`config.mk`:
```
export PLATFORM = sky130hd
export DESIGN_NAME = pipe_stage_reg
export DESIGN_NICKNAME = d
export VERILOG_FILES = /design/src/rtl/riscv_pipe_pkg.sv /design/src/rtl/pipe_stage_reg.sv
export SDC_FILE = /design/constraint.sdc
export NUM_CORES = 1
export LEC_CHECK = 0
export CAP_MARGIN = 15
export CORE_UTILIZATION = 34
export CTS_CLUSTER_DIAMETER = 120
export DETAILED_ROUTE_END_ITERATION = 12
export PLACE_DENSITY_LB_ADDON = 0.25
export RECOVER_POWER = 50
export SYNTH_ARGS = -nofsm -noshare
export SYNTH_HDL_FRONTEND = slang
export SYNTH_SLANG_ARGS = --single-unit
export TNS_END_PERCENT = 20
```
`constraint.sdc`:
```
create_clock -name clk -period 10.35 [get_ports clk]
set_input_delay 1.5525 -clock clk [delete_from_list [all_inputs] [get_ports clk]]
set_output_delay 1.5525 -clock clk [all_outputs]
set_load 0.03 [all_outputs]
```
`src/rtl/riscv_pipe_pkg.sv`:
```
// Shared definitions for RISC-V pipeline stage registers: per-stage bundle widths,
// ID/EX control field offsets, bubble control values and the stage-register state encoding.
package riscv_pipe_pkg;

    typedef enum logic [1:0] {
        ST_EMPTY = 2'd0,
        ST_FULL  = 2'd1,
        ST_SKID  = 2'd2
    } pipe_state_e;

    // IF/ID: Instr, PC, PCPlus4
    localparam int unsigned IFID_CTRL_W  = 1;
    localparam int unsigned IFID_DATA_W  = 96;

    // ID/EX: RD1, RD2, PC, Rs1, Rs2, Rd, ImmExt, PCPlus4
    localparam int unsigned IDEX_CTRL_W  = 14;
    localparam int unsigned IDEX_DATA_W  = 175;

    // EX/MEM: ALUResult, WriteData, Rd, PCPlus4
    localparam int unsigned EXMEM_CTRL_W = 4;
    localparam int unsigned EXMEM_DATA_W = 101;

    // MEM/WB: ALUResult, ReadData, Rd, PCPlus4
    localparam int unsigned MEMWB_CTRL_W = 3;
    localparam int unsigned MEMWB_DATA_W = 101;

    // ID/EX control bundle bit offsets (LSB of each field)
    localparam int unsigned IDEX_REGWRITE   = 13;
    localparam int unsigned IDEX_MEMWRITE   = 12;
    localparam int unsigned IDEX_JUMP       = 11;
    localparam int unsigned IDEX_BRANCH     = 10;
    localparam int unsigned IDEX_ALUSRCA    = 9;
    localparam int unsigned IDEX_ALUSRCB    = 7;
    localparam int unsigned IDEX_RESULTSRC  = 5;
    localparam int unsigned IDEX_ALUCONTROL = 1;
    localparam int unsigned IDEX_PCJALR     = 0;

    // Bubble control values: every write/branch enable deasserted
    localparam logic [IFID_CTRL_W-1:0]  IFID_CTRL_RST  = '0;
    localparam logic [IDEX_CTRL_W-1:0]  IDEX_CTRL_RST  = '0;
    localparam logic [EXMEM_CTRL_W-1:0] EXMEM_CTRL_RST = '0;
    localparam logic [MEMWB_CTRL_W-1:0] MEMWB_CTRL_RST = '0;

endpackage

```
`src/rtl/pipe_stage_reg.sv`:
```
// Generic pipeline stage register with valid/ready handshake, optional skid entry
// and synchronous flush that turns held and incoming entries into bubbles.
module pipe_stage_reg
    import riscv_pipe_pkg::*;
#(
    parameter int unsigned       CTRL_W     = 16,
    parameter int unsigned       DATA_W     = 154,
    parameter logic [CTRL_W-1:0] CTRL_RST   = '0,
    parameter bit                SKID_EN    = 1'b1,
    parameter bit                CLEAR_DATA = 1'b1
) (
    input  logic              clk,
    input  logic              reset,
    input  logic              flush,
    input  logic              in_valid,
    output logic              in_ready,
    input  logic [CTRL_W-1:0] in_ctrl,
    input  logic [DATA_W-1:0] in_data,
    output logic              out_valid,
    input  logic              out_ready,
    output logic [CTRL_W-1:0] out_ctrl,
    output logic [DATA_W-1:0] out_data,
    output logic [1:0]        occ
);

    pipe_state_e       state_q;
    logic              out_valid_q;
    logic [CTRL_W-1:0] main_ctrl_q;
    logic [DATA_W-1:0] main_data_q;
    logic [1:0]        occ_q;

    logic [CTRL_W-1:0] skid_ctrl;
    logic [DATA_W-1:0] skid_data;

    logic accept;
    logic drain;
    logic skid_load;

    assign accept    = in_valid & in_ready & ~flush;
    assign drain     = out_valid_q & out_ready;
    assign skid_load = SKID_EN && (state_q == ST_FULL) && accept && !drain;

    // Main entry and occupancy state machine; flush wins over every transition
    always_ff @(posedge clk or posedge reset) begin
        if (reset) begin
            state_q     <= ST_EMPTY;
            out_valid_q <= 1'b0;
            main_ctrl_q <= CTRL_RST;
            main_data_q <= '0;
            occ_q       <= 2'd0;
        end else if (flush) begin
            state_q     <= ST_EMPTY;
            out_valid_q <= 1'b0;
            main_ctrl_q <= CTRL_RST;
            occ_q       <= 2'd0;
            if (CLEAR_DATA) begin
                main_data_q <= '0;
            end
        end else begin
            case (state_q)
                ST_EMPTY: begin
                    if (accept) begin
                        state_q     <= ST_FULL;
                        out_valid_q <= 1'b1;
                        main_ctrl_q <= in_ctrl;
                        main_data_q <= in_data;
                        occ_q       <= 2'd1;
                    end
                end
                ST_FULL: begin
                    if (accept && drain) begin
                        main_ctrl_q <= in_ctrl;
                        main_data_q <= in_data;
                    end else if (skid_load) begin
                        state_q <= ST_SKID;
                        occ_q   <= 2'd2;
                    end else if (drain) begin
                        state_q     <= ST_EMPTY;
                        out_valid_q <= 1'b0;
                        main_ctrl_q <= CTRL_RST;
                        occ_q       <= 2'd0;
                    end
                end
                ST_SKID: begin
                    if (drain) begin
                        state_q     <= ST_FULL;
                        main_ctrl_q <= skid_ctrl;
                        main_data_q <= skid_data;
                        occ_q       <= 2'd1;
                    end
                end
                default: begin
                    state_q     <= ST_EMPTY;
                    out_valid_q <= 1'b0;
                    main_ctrl_q <= CTRL_RST;
                    occ_q       <= 2'd0;
                end
            endcase
        end
    end

    if (SKID_EN) begin : g_skid
        logic [CTRL_W-1:0] skid_ctrl_q;
        logic [DATA_W-1:0] skid_data_q;
        logic              in_ready_q;

        // in_ready is registered: it drops only for the cycles the skid entry is occupied
        always_ff @(posedge clk or posedge reset) begin
            if (reset) begin
                skid_ctrl_q <= CTRL_RST;
                skid_data_q <= '0;
                in_ready_q  <= 1'b1;
            end else if (flush) begin
                skid_ctrl_q <= CTRL_RST;
                in_ready_q  <= 1'b1;
                if (CLEAR_DATA) begin
                    skid_data_q <= '0;
                end
            end else begin
                if (skid_load) begin
                    skid_ctrl_q <= in_ctrl;
                    skid_data_q <= in_data;
                end
                in_ready_q <= !(skid_load || ((state_q == ST_SKID) && !drain));
            end
        end

        assign skid_ctrl = skid_ctrl_q;
        assign skid_data = skid_data_q;
        assign in_ready  = in_ready_q;
    end else begin : g_no_skid
        assign skid_ctrl = CTRL_RST;
        assign skid_data = '0;
        assign in_ready  = ~out_valid_q | out_ready;
    end

    assign out_valid = out_valid_q;
    assign out_ctrl  = main_ctrl_q;
    assign out_data  = main_data_q;
    assign occ       = occ_q;

endmodule
```
**Word level (Yosys, flattened, before mapping)**

Cells that the tools add are included.

- Input bits: 175
- Flip-flop bits (word level): 344
- Output and inout port bits: 174
- Logic and storage cells: 67

- Multiplexer cells: 30
- Bitwise gates (word level): 4
- Reduce and logical (&&, ||, !) cells: 14
- Eq/ne operators: 12

Operators by type and width:

| kind | count |
|---|---|
| 154-bit 2-to-1 mux | 6 |
| 154-bit case mux with 3 select lines | 1 |
| 16-bit 2-to-1 mux | 8 |
| 16-bit case mux with 3 select lines | 1 |
| 3-bit inequality test, second input constant | 5 |
| 2-bit 2-to-1 mux | 6 |
| 4-bit AND reduction | 3 |
| 4-bit by 3-bit inequality test with 1-bit output, second input constant | 2 |
| 1-bit 2-to-1 mux | 6 |
| 2-bit case mux with 3 select lines | 1 |
| 5-bit AND reduction | 1 |
| 1-bit logical AND | 4 |
| 4-bit inequality test, second input constant | 1 |
| 4-bit nonzero test | 1 |
| 1-bit bitwise AND | 3 |
| 3-bit by 2-bit inequality test with 1-bit output, second input constant | 1 |
| 1-bit case mux with 3 select lines | 1 |
| 2-bit by 1-bit equality test with 1-bit output, second input constant | 1 |
| 2-bit equality test, second input constant | 1 |
| 1-bit logical NOT | 2 |
| 2-bit logical NOT | 1 |
| 2-bit inequality test, second input constant | 1 |
| 2-bit nonzero test | 1 |
| 1-bit logical OR | 1 |
| 1-bit NOT | 1 |

**Longest topological paths before layout**

- Depth after elaboration: 8
- Gate-level depth with buffers: 10

**Least setup slack after synthesis**

Ideal clock, no wire load.

- Path kind: input-to-reg
- Start point: input flush
- End point: register g_skid.skid_ctrl_q[0]
- Stages on the path: 8
- Arrival: 2.733 ns
- Setup time: 0.083 ns
- Slack: 7.534 ns
- Cells stage by stage: buf_2 nor3b_4 buf_2 buf_6 buf_6 buf_4 nand2_1 o21ai_0

- Longest elaborated chain between the ends: 5

RTL lines:

| element | RTL line | text |
|---|---|---|
| start, declared | pipe_stage_reg.sv:14 | `input logic flush,` |
| 1-bit NOT | pipe_stage_reg.sv:39 | `assign accept = in_valid & in_ready & ~flush;` |
| 1-bit bitwise AND | pipe_stage_reg.sv:39 |  |
| 1-bit logical AND (2 in a row) | pipe_stage_reg.sv:41 | `assign skid_load = SKID_EN && (state_q == ST_FULL) && accept && !drain;` |
| 2-bit nonzero test (no line) | n/a |  |
| end signal, assigned | pipe_stage_reg.sv:121 | `skid_ctrl_q <= in_ctrl;` |
| end, declared | pipe_stage_reg.sv:103 | `logic [CTRL_W-1:0] skid_ctrl_q;` |

Parallel ways exist; a longest one is shown, timed or not.
A chain may end at the register's enable or synchronous reset.

**Worst setup path in the final report**

- Start point: input in_valid
- End point: register g_skid.skid_data_q[93]

- Longest elaborated chain between the ends: 5

RTL lines:

| element | RTL line | text |
|---|---|---|
| start, declared | pipe_stage_reg.sv:15 | `input logic in_valid,` |
| 1-bit bitwise AND (2 in a row) | pipe_stage_reg.sv:39 |  |
| 1-bit logical AND (2 in a row) | pipe_stage_reg.sv:41 |  |
| 2-bit nonzero test (no line) | n/a |  |
| end signal, assigned | pipe_stage_reg.sv:122 | `skid_data_q <= in_data;` |
| end, declared | pipe_stage_reg.sv:104 | `logic [DATA_W-1:0] skid_data_q;` |

No other way between the ends.

==> metrics list <==
- Synthesis handed over a netlist of between 1.5k and 2k instances.
- At the end of the flow the core is filled with cells to 0.457.
- The via count of the first global-routing pass is 11.8k.
- Height of the chip: approximately 220 um
* Clock Root Buffer: sky130_fd_sc_hd__clkbuf_16
* First-pass detailed-route iteration total: 4
- Warnings from Yosys: 0
* Critical path peak fanout: 237
- In this run, post-CTS repair resized a total of 0 instances.
- The startpoint identified for the worst register-to-register timing path is occ[1]$_DFFE_PP0P_.
* Simple-gate portion of the synthesized area: 0.156
- The initial utilization of the core area, before any placement, comes to 0.344.
- Number of distinct library cells after synthesis: 35
* Failing checks: capacitance limit, slew limit
* Number of standard-cell rows in the floorplan: around 80
* Register-to-register setup slack: ~4.5 ns
* Path type of the worst min-delay path: register to register
* Overall Power: about 5.8 mW
- Clock tree skew after final layout: ~0.0082 ns
- By area the synthesized netlist is led by sky130_fd_sc_hd__dfrtp_1 (55%), sky130_fd_sc_hd__mux2i_1 (9.9%), sky130_fd_sc_hd__a211oi_1 (7.5%).
- The detailed router finished its first iteration with 815 violations.
- The critical path is of the input port to register type.
- The count of cells in the finished layout, fillers not included, comes to 2,425.
- After synthesis the netlist holds a flip-flop and latch count of ~340.
* Largest net degree at the start of global routing: ~240
- Number of placed instances, taps included: around 2.4k
* Number of hold buffers added after cts: 0
- Across the run, the number of max-cap violations was 3.
- Worst-case headroom to the max-slew limit: -1.89
- The library cell used most frequently in the layout, excluding fill and tap cells, is sky130_fd_sc_hd__dfrtp_1.
- Die Area: around 47,000 um^2
* Largest area contributor in the synthesized netlist: sky130_fd_sc_hd__dfrtp_1
- At the end of routability-driven placement, the weighted congestion stood at between 0.7 and 0.8.
- For the worst flop-to-flop path, the logic depth is 7.
* CP Capture Type: register
* Endpoint required time on the critical path: roughly 11 ns
- GRT Total Usage: 0.175
- Xor and xnor area share after synthesis: 0
* Min Clock Period, post-route: roughly 6.6 ns
- The critical path starts at in_valid.
* Number of filler cells placed in the layout: ~4.3k
- The routed layout has about 12k vias.
- The final layout contains 1,978 nets.
- Arrival time of the worst setup path: approximately 7 ns
- PortBufs: between 300 and 400
- The clock net in this run drives a total of around 340 sinks.
* First-pass GRT wire length: 66.1 mm
* Endpoints failing hold: 0
- In the routed design, unresolved DRC markers number 0.
* Worst reg2reg path endpoint: g_skid.skid_data_q[93]$_DFFE_PP0P_
- The top cell types in the final layout, fill and taps aside, are sky130_fd_sc_hd__dfrtp_1 (343), sky130_fd_sc_hd__nand2_1 (175), sky130_fd_sc_hd__clkdlybuf4s50_1 (175).
- Antenna violations before repair: 2
- between 300 and 400 I/O pins were placed.
- CTS max path bufs: 3
* Worst setup path endpoint: g_skid.skid_data_q[93]$_DFFE_PP0P_
- The max-slew violation count is roughly 500.
* CTS clock-pin slew for the worst setup and hold paths: about 0.05 ns
* Dominant combinational cell family by area after synthesis: simple AND/OR/NAND/NOR gates
* Share of the cycle needed by the critical path after routing: 0.639
* Final instance area: just over 20,000 um^2
- Routed wire length: 40.8 mm
- Share of the yosys chip area belonging to registers: 0.552
* Area share of the largest cell type after synthesis: 0.550
- Dividing the detail-routed via count by the number of cells gives 4.90.
- 0 antenna diodes ended up in the layout.
- After synthesis, the share of cell area in mux cells is 0.0989.
- The synthesized netlist occupies a cell area of 15,600 um^2.
- Tightest Pin Transition: around 4.3 ns
* Clock tree from TritonCTS: done
* Leak Pwr: ~8.6 nW
* Placeable core region: approximately 45,000 um^2
- Setup repair after global routing left no endpoint under its margin.
* Detailed placer's ending HPWL: roughly 25 mm
- The number of nets in the synthesized netlist is about 1.7k.
- After detailed routing, the average wire length per cell comes to 16.8 um.
- In the final layout, the multi-input gates occupy around 6400 um^2.
* Compound-Gate Fraction of Synth Area: 0.151
- The number of clock buffers added by TritonCTS is just over 40.
- Across the whole layout, storage elements account for 8610 um^2.
- Total setup violations reported at the end of the flow: 0
* Critical path launch point type: input port
- In this run the remaining antenna-violating nets after routing total 0.
- # H-tree levels: 2
* Total setup buffers inserted after CTS: 0
* Layout cell share with drive strength beyond 1: 0.0449
- P per Cell Area: 281 nW/um^2
* Grt ovf: 0
- Fraction of the mapped netlist area in adder cells: 0.00321
* Outcome: finished with violations
- Maximum clock rate: ~150 MHz
- For the final routed database, the setup TNS stands at 0 ns.
* Synthesis-to-finish area growth: 32.6%
- Measured along the x axis, the die boundary spans between 200 and 250 um.
- Insertion delay to the later sink of the worst-skew pair: 0.54 ns
* Average cell area after synthesis: a little over 10 um^2
- Maximum resistive drop on vdd: about 0.16 mV
- In this run the cell area measured after placement is about 20,000 um^2.
critical path: stages:
cell and delay [ns]:
sky130_fd_sc_hd__dlygate4sd3_1 0.62, sky130_fd_sc_hd__nand3_1 0.20, sky130_fd_sc_hd__nor3b_4 0.20, sky130_fd_sc_hd__clkbuf_2 2.86, sky130_fd_sc_hd__buf_4 1.11, sky130_fd_sc_hd__o21ai_0 0.24
routing by layer:
layer | wire, um | share of wire | track usage
met5 | 10 | 0.00025 | 0
met4 | 737 | 0.018 | 0.0502
met3 | 3150 | 0.077 | 0.0566
met2 | 18200 | 0.45 | 0.265
met1 | 18700 | 0.46 | 0.237
kinds of logic (layout without fill, tap and decap cells):
| logic type | count (synthesis) | count (layout) |
|---|---|---|
| AOI/OAI and AO/OA | 367 | 367 |
| adders and majority gates | 4 | 4 |
| buffers and inverters | 135 | 437 |
| DFF | 344 | 344 |
| muxes | 154 | 154 |
| and+or+nand+nor | 519 | 519 |
synth_stat cells:
master,count
sky130_fd_sc_hd__buf_4,8
sky130_fd_sc_hd__buf_1,8
sky130_fd_sc_hd__o21ai_0,162
sky130_fd_sc_hd__a211o_1,1
sky130_fd_sc_hd__mux2i_1,154
sky130_fd_sc_hd__a21oi_1,1
sky130_fd_sc_hd__ha_1,4
sky130_fd_sc_hd__nor2b_1,1
sky130_fd_sc_hd__a211oi_1,155
sky130_fd_sc_hd__clkbuf_1,68
sky130_fd_sc_hd__nor2_1,159
sky130_fd_sc_hd__dfrtp_1,343
sky130_fd_sc_hd__a22oi_1,16
sky130_fd_sc_hd__nand3b_1,1
sky130_fd_sc_hd__o32a_1,1
sky130_fd_sc_hd__and3b_1,1
sky130_fd_sc_hd__inv_1,4
sky130_fd_sc_hd__or2_2,2
sky130_fd_sc_hd__nand2_1,175
sky130_fd_sc_hd__nand3_2,1
sky130_fd_sc_hd__o21ai_1,9
sky130_fd_sc_hd__o21bai_1,1
sky130_fd_sc_hd__o31ai_2,1
sky130_fd_sc_hd__buf_6,2
sky130_fd_sc_hd__a21bo_2,1
sky130_fd_sc_hd__nand2b_1,171
sky130_fd_sc_hd__o211ai_1,1
sky130_fd_sc_hd__a2bb2oi_1,1
sky130_fd_sc_hd__a221oi_1,1
sky130_fd_sc_hd__nor3b_1,1
sky130_fd_sc_hd__o2bb2ai_1,16
sky130_fd_sc_hd__buf_2,45
sky130_fd_sc_hd__nand3_1,6
sky130_fd_sc_hd__dfstp_2,1
sky130_fd_sc_hd__nor3b_4,1
layout make-up:
type                            instances  area share
Clock buffer                           63      0.0584
Clock inverter                          6     0.00387
Inverter                                4    0.000908
Multi-Input combinational cell       1044       0.309
Sequential cell                       344       0.416
Tap cell                              600      0.0363
Timing Repair Buffer                  364       0.175
flip-flops by register name, summed over array words and instances, names as in the netlist:
signal / cells
out_valid: 1
in_ready: 1
out_ctrl: 16
occ: 2
g_skid.skid_ctrl_q: 16
out_data: 154
g_skid.skid_data_q: 154
report_power, final:
group | switching, mW | internal, mW | leakage (nW) | total, mW
clock network | 0.548 | 0.847 | 0.635 | 1.39
registers | 0.212 | 1.74 | 4.66 | 1.95
logic | 1.57 | 0.894 | 3.30 | 2.47
metrics by stage:
step / hold slack (ns) / setup slack [ns]
after floorplan: 0.506 / 4.20
after global placement: 0.474 / 5.49
after detailed placement: 0.473 / 5.34
after CTS: 0.496 / 5.92
after global routing: 0.508 / 3.07
final: 0.484 / 3.74
how the worst min path moves through the flow:
stage          slack (ns)                          startpoint  depth (start not counted)                                  to
2_1_floorplan        0.51  g_skid.skid_ctrl_q[14]$_DFFE_PP0P_                          2  g_skid.skid_ctrl_q[14]$_DFFE_PP0P_
3_3_place_gp         0.47             out_ctrl[1]$_DFFE_PP0P_                          1             out_ctrl[1]$_DFFE_PP0P_
3_5_place_dp         0.47             out_ctrl[0]$_DFFE_PP0P_                          1             out_ctrl[0]$_DFFE_PP0P_
4_1_cts              0.50            out_ctrl[14]$_DFFE_PP0P_                          1            out_ctrl[14]$_DFFE_PP0P_
5_1_grt              0.51             out_ctrl[9]$_DFFE_PP0P_                          1             out_ctrl[9]$_DFFE_PP0P_
6_report             0.48             out_ctrl[1]$_DFFE_PP0P_                          1             out_ctrl[1]$_DFFE_PP0P_
No activity file was read; power rests on OpenSTA's default activity.
